**config.mk**
```make
export PLATFORM = sky130hd
export DESIGN_NAME = wb_commit_flat
export DESIGN_NICKNAME = d
export VERILOG_FILES = /design/src/rtl/wb_commit_pkg.sv /design/src/rtl/wb_commit_if.sv /design/src/rtl/wb_pair_fifo.sv /design/src/rtl/wb_commit.sv /design/src/flat_wrapper.sv
export SDC_FILE = /design/constraint.sdc
export NUM_CORES = 2
export LEC_CHECK = 0
export CORE_MARGIN = 5
export CORE_UTILIZATION = 27
export CTS_CLUSTER_DIAMETER = 200
export DETAILED_ROUTE_END_ITERATION = 16
export PLACE_DENSITY = 0.53
export SKIP_CTS_REPAIR_TIMING = 1
export SLEW_MARGIN = 5
export SYNTH_ARGS = -nofsm -noshare
export SYNTH_HDL_FRONTEND = slang
export SYNTH_SLANG_ARGS = --single-unit
```
**constraint.sdc**
```tcl
create_clock -name clk -period 2.9 [get_ports clk]
set_input_delay 0.29 -clock clk [delete_from_list [all_inputs] [get_ports clk]]
set_output_delay 0.29 -clock clk [all_outputs]
set_load 0.005 [all_outputs]
```
**src/rtl/wb_commit_pkg.sv**
```systemverilog
// Shared constants and types for the writeback commit slice.
// Latency: n/a (declarations only).
// Backpressure: n/a.
package wb_commit_pkg;

    localparam int InstAddrBus = 32;
    localparam int RegBus      = 32;
    localparam int RegAddrBus  = 5;
    localparam int WbFifoDepth = 4;

    localparam logic WriteEnable  = 1'b1;
    localparam logic WriteDisable = 1'b0;
    localparam logic RstEnable    = 1'b1;

    // Where the pair loaded into the output register comes from this cycle.
    typedef enum logic [1:0] {
        SRC_NONE   = 2'd0,
        SRC_HEAD   = 2'd1,
        SRC_BYPASS = 2'd2
    } issue_src_e;

endpackage

```
**src/rtl/wb_commit_if.sv**
```systemverilog
// Result-pair handshake plus the two register-file write ports.
// Latency: n/a (wiring only).
// Backpressure: in_ready from the commit unit gates in_valid.
interface wb_commit_if import wb_commit_pkg::*; #(
    parameter int PC_W   = InstAddrBus,
    parameter int DATA_W = RegBus,
    parameter int RA_W   = RegAddrBus
) ();

    logic              in_valid;
    logic              in_ready;
    logic              in_we_0;
    logic              in_we_1;
    logic [RA_W-1:0]   in_waddr_0;
    logic [RA_W-1:0]   in_waddr_1;
    logic [DATA_W-1:0] in_wdata_0;
    logic [DATA_W-1:0] in_wdata_1;
    logic [PC_W-1:0]   in_pc_0;
    logic [PC_W-1:0]   in_pc_1;
    logic              commit_stall;
    logic              flush;

    logic              we_1;
    logic [RA_W-1:0]   waddr_1;
    logic [DATA_W-1:0] wdata_1;
    logic [PC_W-1:0]   pc_o_1;
    logic              we_2;
    logic [RA_W-1:0]   waddr_2;
    logic [DATA_W-1:0] wdata_2;
    logic [PC_W-1:0]   pc_o_2;
    logic [1:0]        commit_cnt;
    logic              empty;

    modport slave (
        input  in_valid, in_we_0, in_we_1, in_waddr_0, in_waddr_1,
               in_wdata_0, in_wdata_1, in_pc_0, in_pc_1, commit_stall, flush,
        output in_ready, we_1, waddr_1, wdata_1, pc_o_1,
               we_2, waddr_2, wdata_2, pc_o_2, commit_cnt, empty
    );

    modport master (
        output in_valid, in_we_0, in_we_1, in_waddr_0, in_waddr_1,
               in_wdata_0, in_wdata_1, in_pc_0, in_pc_1, commit_stall, flush,
        input  in_ready, we_1, waddr_1, wdata_1, pc_o_1,
               we_2, waddr_2, wdata_2, pc_o_2, commit_cnt, empty
    );

endinterface

```
**src/rtl/wb_pair_fifo.sv**
```systemverilog
// Synchronous in-order FIFO of W-bit entries with push/pop/clear and occupancy count.
// Latency: pushed entry visible at dout the cycle after the push (registered storage).
// Backpressure: push ignored when full, pop ignored when empty; clear wins over both.
module wb_pair_fifo #(
    parameter int W     = 8,
    parameter int DEPTH = 4
) (
    input  logic                     clk,
    input  logic                     rst,
    input  logic                     clear,
    input  logic                     push,
    input  logic                     pop,
    input  logic [W-1:0]             din,
    output logic [W-1:0]             dout,
    output logic [$clog2(DEPTH):0]   count,
    output logic                     full,
    output logic                     empty
);
    import wb_commit_pkg::*;

    localparam int         AW      = $clog2(DEPTH);
    localparam logic [AW:0] DEPTH_C = (AW+1)'(DEPTH);
    localparam logic [AW:0] LAST_C  = (AW+1)'(DEPTH - 1);
    localparam logic [AW:0] ONE_C   = (AW+1)'(1);

    logic [W-1:0] mem_q [DEPTH];
    logic [W-1:0] mem_d [DEPTH];
    logic [AW:0]  wr_ptr_q, wr_ptr_d;
    logic [AW:0]  rd_ptr_q, rd_ptr_d;
    logic [AW:0]  count_q, count_d;
    logic         do_push, do_pop;
    logic         ptr_msb_unused;

    // Pointers wrap modulo DEPTH, so their top bit only exists for width symmetry.
    function automatic logic [AW:0] ptr_inc(input logic [AW:0] p);
        return (p == LAST_C) ? '0 : p + ONE_C;
    endfunction

    assign full           = (count_q == DEPTH_C);
    assign empty          = (count_q == '0);
    assign count          = count_q;
    assign dout           = mem_q[rd_ptr_q[AW-1:0]];
    assign do_push        = push && !full;
    assign do_pop         = pop && !empty;
    assign ptr_msb_unused = wr_ptr_q[AW] ^ rd_ptr_q[AW];

    // Next pointers, count and storage; clear empties the queue without touching storage.
    always_comb begin
        mem_d    = mem_q;
        wr_ptr_d = wr_ptr_q;
        rd_ptr_d = rd_ptr_q;
        count_d  = count_q;
        if (clear) begin
            wr_ptr_d = '0;
            rd_ptr_d = '0;
            count_d  = '0;
        end else begin
            if (do_push) begin
                mem_d[wr_ptr_q[AW-1:0]] = din;
                wr_ptr_d                = ptr_inc(wr_ptr_q);
            end
            if (do_pop) begin
                rd_ptr_d = ptr_inc(rd_ptr_q);
            end
            case ({do_push, do_pop})
                2'b10:   count_d = count_q + ONE_C;
                2'b01:   count_d = count_q - ONE_C;
                default: count_d = count_q;
            endcase
        end
    end

    // State registers with synchronous reset.
    always_ff @(posedge clk) begin
        if (rst == RstEnable) begin
            mem_q    <= '{default: '0};
            wr_ptr_q <= '0;
            rd_ptr_q <= '0;
            count_q  <= '0;
        end else begin
            mem_q    <= mem_d;
            wr_ptr_q <= wr_ptr_d;
            rd_ptr_q <= rd_ptr_d;
            count_q  <= count_d;
        end
    end

endmodule

```
**src/rtl/wb_commit.sv**
```systemverilog
// Dual-issue writeback commit: buffers result pairs and drives two sanitised RF write ports.
// Latency: 1 cycle from acceptance to ports when the FIFO is empty and not stalled.
// Backpressure: in_ready = FIFO not full; accepted pairs are never dropped except by flush/reset.
module wb_commit import wb_commit_pkg::*; #(
    parameter int DEPTH  = WbFifoDepth,
    parameter int PC_W   = InstAddrBus,
    parameter int DATA_W = RegBus,
    parameter int RA_W   = RegAddrBus
) (
    input  logic        clk,
    input  logic        rst,
    wb_commit_if.slave  bus
);

    localparam int CW = $clog2(DEPTH) + 1;

    typedef struct packed {
        logic              we;
        logic [RA_W-1:0]   waddr;
        logic [DATA_W-1:0] wdata;
        logic [PC_W-1:0]   pc;
    } lane_t;

    typedef struct packed {
        lane_t l1;
        lane_t l0;
    } pair_t;

    pair_t      in_pair, head_pair, issue_pair;
    pair_t      out_q, out_d;
    issue_src_e src;
    logic       in_ready, accept, push, pop;
    logic       fifo_full, fifo_empty;
    logic [CW-1:0] fifo_count;

    // x0 writes are dropped; on a same-register dual write the younger lane wins.
    function automatic pair_t sanitise(input pair_t p);
        pair_t s;
        s = p;
        if (s.l0.waddr == '0) s.l0.we = WriteDisable;
        if (s.l1.waddr == '0) s.l1.we = WriteDisable;
        if (s.l0.we && s.l1.we && (s.l0.waddr == s.l1.waddr)) s.l0.we = WriteDisable;
        return s;
    endfunction

    assign in_pair.l0 = '{we: bus.in_we_0, waddr: bus.in_waddr_0,
                          wdata: bus.in_wdata_0, pc: bus.in_pc_0};
    assign in_pair.l1 = '{we: bus.in_we_1, waddr: bus.in_waddr_1,
                          wdata: bus.in_wdata_1, pc: bus.in_pc_1};

    assign in_ready     = !fifo_full;
    assign accept       = bus.in_valid && in_ready && !bus.flush;
    assign bus.in_ready = in_ready;

    wb_pair_fifo #(
        .W     ($bits(pair_t)),
        .DEPTH (DEPTH)
    ) u_fifo (
        .clk   (clk),
        .rst   (rst),
        .clear (bus.flush),
        .push  (push),
        .pop   (pop),
        .din   (in_pair),
        .dout  (head_pair),
        .count (fifo_count),
        .full  (fifo_full),
        .empty (fifo_empty)
    );

    // Pick the issue source: buffered head first, else bypass the incoming pair.
    always_comb begin
        src = SRC_NONE;
        if (!bus.commit_stall) begin
            if (!fifo_empty) begin
                src = SRC_HEAD;
            end else if (accept) begin
                src = SRC_BYPASS;
            end
        end
        pop        = (src == SRC_HEAD);
        push       = accept && (src != SRC_BYPASS);
        issue_pair = (src == SRC_HEAD) ? head_pair : in_pair;
    end

    // Output register: load a sanitised pair on issue, otherwise hold fields with writes off.
    always_comb begin
        out_d       = out_q;
        out_d.l0.we = WriteDisable;
        out_d.l1.we = WriteDisable;
        if (!bus.flush && (src != SRC_NONE)) begin
            out_d = sanitise(issue_pair);
        end
    end

    // Output stage flops with synchronous reset.
    always_ff @(posedge clk) begin
        if (rst == RstEnable) begin
            out_q <= '0;
        end else begin
            out_q <= out_d;
        end
    end

    assign bus.we_1       = out_q.l0.we;
    assign bus.waddr_1    = out_q.l0.waddr;
    assign bus.wdata_1    = out_q.l0.wdata;
    assign bus.pc_o_1     = out_q.l0.pc;
    assign bus.we_2       = out_q.l1.we;
    assign bus.waddr_2    = out_q.l1.waddr;
    assign bus.wdata_2    = out_q.l1.wdata;
    assign bus.pc_o_2     = out_q.l1.pc;
    assign bus.commit_cnt = {1'b0, out_q.l0.we} + {1'b0, out_q.l1.we};
    assign bus.empty      = (fifo_count == '0) && !out_q.l0.we && !out_q.l1.we;

endmodule
```
**src/flat_wrapper.sv**
```systemverilog
// flat-port wrapper written by rule: the top's interface ports become plain ports
module wb_commit_flat import wb_commit_pkg::*;
#(
    parameter int DEPTH  = WbFifoDepth,
    parameter int PC_W   = InstAddrBus,
    parameter int DATA_W = RegBus,
    parameter int RA_W   = RegAddrBus
)
  (clk, rst, bus_in_valid, bus_in_we_0, bus_in_we_1, bus_in_waddr_0, bus_in_waddr_1, bus_in_wdata_0, bus_in_wdata_1, bus_in_pc_0, bus_in_pc_1, bus_commit_stall, bus_flush, bus_in_ready, bus_we_1, bus_waddr_1, bus_wdata_1, bus_pc_o_1, bus_we_2, bus_waddr_2, bus_wdata_2, bus_pc_o_2, bus_commit_cnt, bus_empty);
  wb_commit_if #(.PC_W(PC_W), .DATA_W(DATA_W), .RA_W(RA_W)) bus_i ();
  input  logic clk;
  input  logic rst;
  input wire logic [$bits(bus_i.in_valid)-1:0] bus_in_valid;
  input wire logic [$bits(bus_i.in_we_0)-1:0] bus_in_we_0;
  input wire logic [$bits(bus_i.in_we_1)-1:0] bus_in_we_1;
  input wire logic [$bits(bus_i.in_waddr_0)-1:0] bus_in_waddr_0;
  input wire logic [$bits(bus_i.in_waddr_1)-1:0] bus_in_waddr_1;
  input wire logic [$bits(bus_i.in_wdata_0)-1:0] bus_in_wdata_0;
  input wire logic [$bits(bus_i.in_wdata_1)-1:0] bus_in_wdata_1;
  input wire logic [$bits(bus_i.in_pc_0)-1:0] bus_in_pc_0;
  input wire logic [$bits(bus_i.in_pc_1)-1:0] bus_in_pc_1;
  input wire logic [$bits(bus_i.commit_stall)-1:0] bus_commit_stall;
  input wire logic [$bits(bus_i.flush)-1:0] bus_flush;
  output wire logic [$bits(bus_i.in_ready)-1:0] bus_in_ready;
  output wire logic [$bits(bus_i.we_1)-1:0] bus_we_1;
  output wire logic [$bits(bus_i.waddr_1)-1:0] bus_waddr_1;
  output wire logic [$bits(bus_i.wdata_1)-1:0] bus_wdata_1;
  output wire logic [$bits(bus_i.pc_o_1)-1:0] bus_pc_o_1;
  output wire logic [$bits(bus_i.we_2)-1:0] bus_we_2;
  output wire logic [$bits(bus_i.waddr_2)-1:0] bus_waddr_2;
  output wire logic [$bits(bus_i.wdata_2)-1:0] bus_wdata_2;
  output wire logic [$bits(bus_i.pc_o_2)-1:0] bus_pc_o_2;
  output wire logic [$bits(bus_i.commit_cnt)-1:0] bus_commit_cnt;
  output wire logic [$bits(bus_i.empty)-1:0] bus_empty;
  assign bus_i.in_valid = bus_in_valid;
  assign bus_i.in_we_0 = bus_in_we_0;
  assign bus_i.in_we_1 = bus_in_we_1;
  assign bus_i.in_waddr_0 = bus_in_waddr_0;
  assign bus_i.in_waddr_1 = bus_in_waddr_1;
  assign bus_i.in_wdata_0 = bus_in_wdata_0;
  assign bus_i.in_wdata_1 = bus_in_wdata_1;
  assign bus_i.in_pc_0 = bus_in_pc_0;
  assign bus_i.in_pc_1 = bus_in_pc_1;
  assign bus_i.commit_stall = bus_commit_stall;
  assign bus_i.flush = bus_flush;
  assign bus_in_ready = bus_i.in_ready;
  assign bus_we_1 = bus_i.we_1;
  assign bus_waddr_1 = bus_i.waddr_1;
  assign bus_wdata_1 = bus_i.wdata_1;
  assign bus_pc_o_1 = bus_i.pc_o_1;
  assign bus_we_2 = bus_i.we_2;
  assign bus_waddr_2 = bus_i.waddr_2;
  assign bus_wdata_2 = bus_i.wdata_2;
  assign bus_pc_o_2 = bus_i.pc_o_2;
  assign bus_commit_cnt = bus_i.commit_cnt;
  assign bus_empty = bus_i.empty;
  wb_commit #(.DEPTH(DEPTH), .PC_W(PC_W), .DATA_W(DATA_W), .RA_W(RA_W)) u_core (.clk(clk), .rst(rst), .bus(bus_i));
endmodule
```
==> run summary <==
Slew Viols, Final = 0
Fmax = 0.3925 GHz
Worst-Margin Slew = 867.5 ps
crit-path max FO = 11
clock sinks = 709
nets@finish = 3,773
post-synthesis mux area share = 11.25%
max-cap violations = 0
Crit Path Category = flop to flop
Synth-to-Final Area Change = 25.72%
global-route wire length before repair = 148,400 µm
Worst setup EP type = flop
final hold slack = 122.2 ps
cell leakage power = 11.80 nW
routed wire length = 96,800 µm
depth of the CTS H-tree = 3
TritonCTS clock tree = built
die width = 338.2 µm
combinational power share = 6.6%
WP data required = 3470 ps
clk slew on worst S/H paths = 60 ps
Routed Antenna Nets = 0
Critical Path Start Type = flop
Pint = 17.04 mW
Mapped Avg Cell Area = 8.419 µm²
share of synthesized registers carrying an async set or reset = 0%
largest family of logic cells by synthesized area = simple AND/OR/NAND/NOR gates
Synth Area in XOR/XNOR = 0.3312%
yosys warns = 0
Mapped Cells = 3,455
# rows = 120
post-layout min period = 2548 ps
DR DRC count = 0
mapped cell area = 29,090 µm²
post-synthesis compound-gate area fraction = 14.22%
DP Area = 33,710 µm²
Net Switching = 5.263 mW
RSZ-0062 raised after global routing = no
Global Route Usage Sum = 16.25%
clk_lat worst skew = 650 ps
total number of vias = 24,670
EDFF count, synth = 0
# IOs = 289
largest net degree at the start of global routing = 133
fin util = 34.16%
Placed Instances = 4,937
1st-iter DRT viols = 1,911
CTS root buf = clkbuf_16
Clock Power Share = 48.4%
non-filler cells, final = 5,095
switching fraction of total power = 23.60%
Vias/cell = 4.843
adder-cell share of the synthesized area = 0.3699%
Final period util = 87.85%
Inserted Clock Buffers = 84
core area = 107,100 µm²
placer congestion estimate = 0.7405
Hold Crit Class = input pin to flop
layout cells sized above 1 = 10.47%
Initial DRT Pass Iterations = 6
Yosys reg bits = 709
DP HPWL = 56,550 µm
VDD IR max = 386.5 µV
Hold Fails Final Rpt = 0
crit path DAT = 3110 ps
WL per Instance = 19.00 µm
initial antenna violation count = 10
die height = 338.2 µm
# setup viols final = 0
Final Skew = 17.22 ps
Port Buffer Count = 288
vias in the first global route = 24,000
grt ovf = 0
Clock Path Buffers = 3
pwr dens = 609.9 nW/µm²
register area share after synthesis = 48.80%
area of the die = 114,400 µm²
Seq pwr share = 45.0%
simple-gate share of the synthesized area = 20.36%
starting density of the core = 27.17%
Most used DFF post-synth = dfxtp_1
Rel. slew slack = 42.16%
Synthesized Nets = 3,608
Final Instance Area = 36,570 µm²
Distinct cells, synth = 40
status = complete, no violations
setup total negative slack = 0 ps
-- worst paths after layout --
kind         slack, ps  cells past startpoint                       from                        end
max                350                      9     u_core.u_fifo.count[2]     u_core.u_fifo.count[2]
min                120                      2                        rst   u_core.u_fifo.mem_q[106]
max reg2reg        350                      9     u_core.u_fifo.count[2]     u_core.u_fifo.count[2]
min reg2reg        440                      2  u_core.u_fifo.rd_ptr_q[2]  u_core.u_fifo.rd_ptr_q[2]
-- logic make-up (layout without fill, tap and decap cells) --
family | count (synthesis) | in the layout
buf+inv | 305 | 537
simple gates | 1557 | 1557
mux | 150 | 150
fa+ha+maj | 8 | 8
xor+xnor | 11 | 11
flops | 709 | 709
compound gates | 715 | 715
other cells | 0 | 5
-- layer usage --
| layer | vias to the layer above | part of all wire, % | track usage (%) |
|---|---|---|---|
| met4 | 6 | 1.7 | 4.143 |
| met1 | 11910 | 46 | 22.55 |
| met2 | 636 | 46 | 26.26 |
| met3 | 116 | 6.1 | 2.854 |
| met5 | - | 0.042 | 0 |
| li1 | 12010 | - | - |
-- layout make-up --
type | instances | area [µm²]
diodes | 5 | 12.51
clock buffers | 130 | 2566
clock inverters | 23 | 272.8
fillers | 11030 | 70480
inverters | 9 | 38.79
multi-input cells | 2441 | 13600
flip-flops and latches | 709 | 14200
well taps | 1403 | 1755
repair buffers | 375 | 4119
-- power groups by stage --
stage | sequential, mW | combinational (mW) | clock (mW)
final | 10.0 | 1.47 | 10.8
after detailed placement | 10.2 | 1.48 | 0
after global routing | 10.0 | 1.61 | 11.5
after CTS | 10.0 | 1.49 | 11.1
after floorplan | 10.2 | 0.651 | 0
after global placement | 10.2 | 1.48 | 0
-- synth_stat cells (2+ instances only) --
library cell | number | area [µm²]
buf_4 | 7 | 52.55
dfxtp_1 | 709 | 14190
nor2_1 | 144 | 540.5
buf_2 | 113 | 565.5
xor2_1 | 11 | 96.34
buf_1 | 13 | 48.80
clkbuf_1 | 157 | 589.3
a311oi_1 | 132 | 1156
nand2_1 | 1384 | 5195
a211oi_1 | 4 | 30.03
mux4_2 | 140 | 3153
ha_1 | 7 | 87.58
or3_1 | 2 | 12.51
o21ai_0 | 5 | 25.02
nor2b_1 | 3 | 18.77
and2_1 | 4 | 25.02
nand2_2 | 3 | 18.77
nand3_1 | 8 | 40.04
a21oi_1 | 567 | 2838
o41ai_2 | 2 | 32.53
mux2_2 | 2 | 22.52
mux2i_1 | 6 | 60.06
inv_1 | 7 | 26.28
nor3_1 | 4 | 20.02
buf_6 | 6 | 67.56
-- worst max-delay path: stages (launching register included) --
cell     delay [ps]
dfxtp_1         410
or3_1           480
nand2_8         100
inv_6           160
ha_1            220
inv_1            60
fa_1            380
xor2_1          160
or3_1           330
a21oi_1         160
-- state kept, by name, summed over array words and instances (netlist names) --
name and flops:
u_core.bus.wdata_2 32, u_core.bus.pc_o_2 32, u_core.bus.pc_o_1 32, u_core.bus.waddr_2 5
u_core.u_fifo.wr_ptr_q 3, u_core.bus.wdata_1 32, u_core.bus.we_2 1, u_core.u_fifo.mem_q 560
u_core.bus.waddr_1 5, u_core.u_fifo.rd_ptr_q 3, u_core.u_fifo.count 3, u_core.bus.we_1 1
-- stage by stage --
stage	total power, mW	setup WS [ps]
detailed placement	11.73	248.0
global placement	11.72	232.3
finish	22.31	352.3
global route	23.17	218.1
floorplan	10.88	426.7
CTS	22.64	-239.5
-- cells in the final DEF, fill, tap and decap left out, types with 8 or more instances in the layout --
master	n
a21oi_1	567
a311oi_1	132
buf_12	46
buf_4	41
clkbuf_1	18
clkbuf_16	85
clkbuf_8	27
clkdlybuf4s50_1	286
dfxtp_1	707
mux4_2	140
nand2_1	1383
nand3_1	8
nor2_1	144
xor2_1	11
No activity file was read; power rests on OpenSTA's default activity.
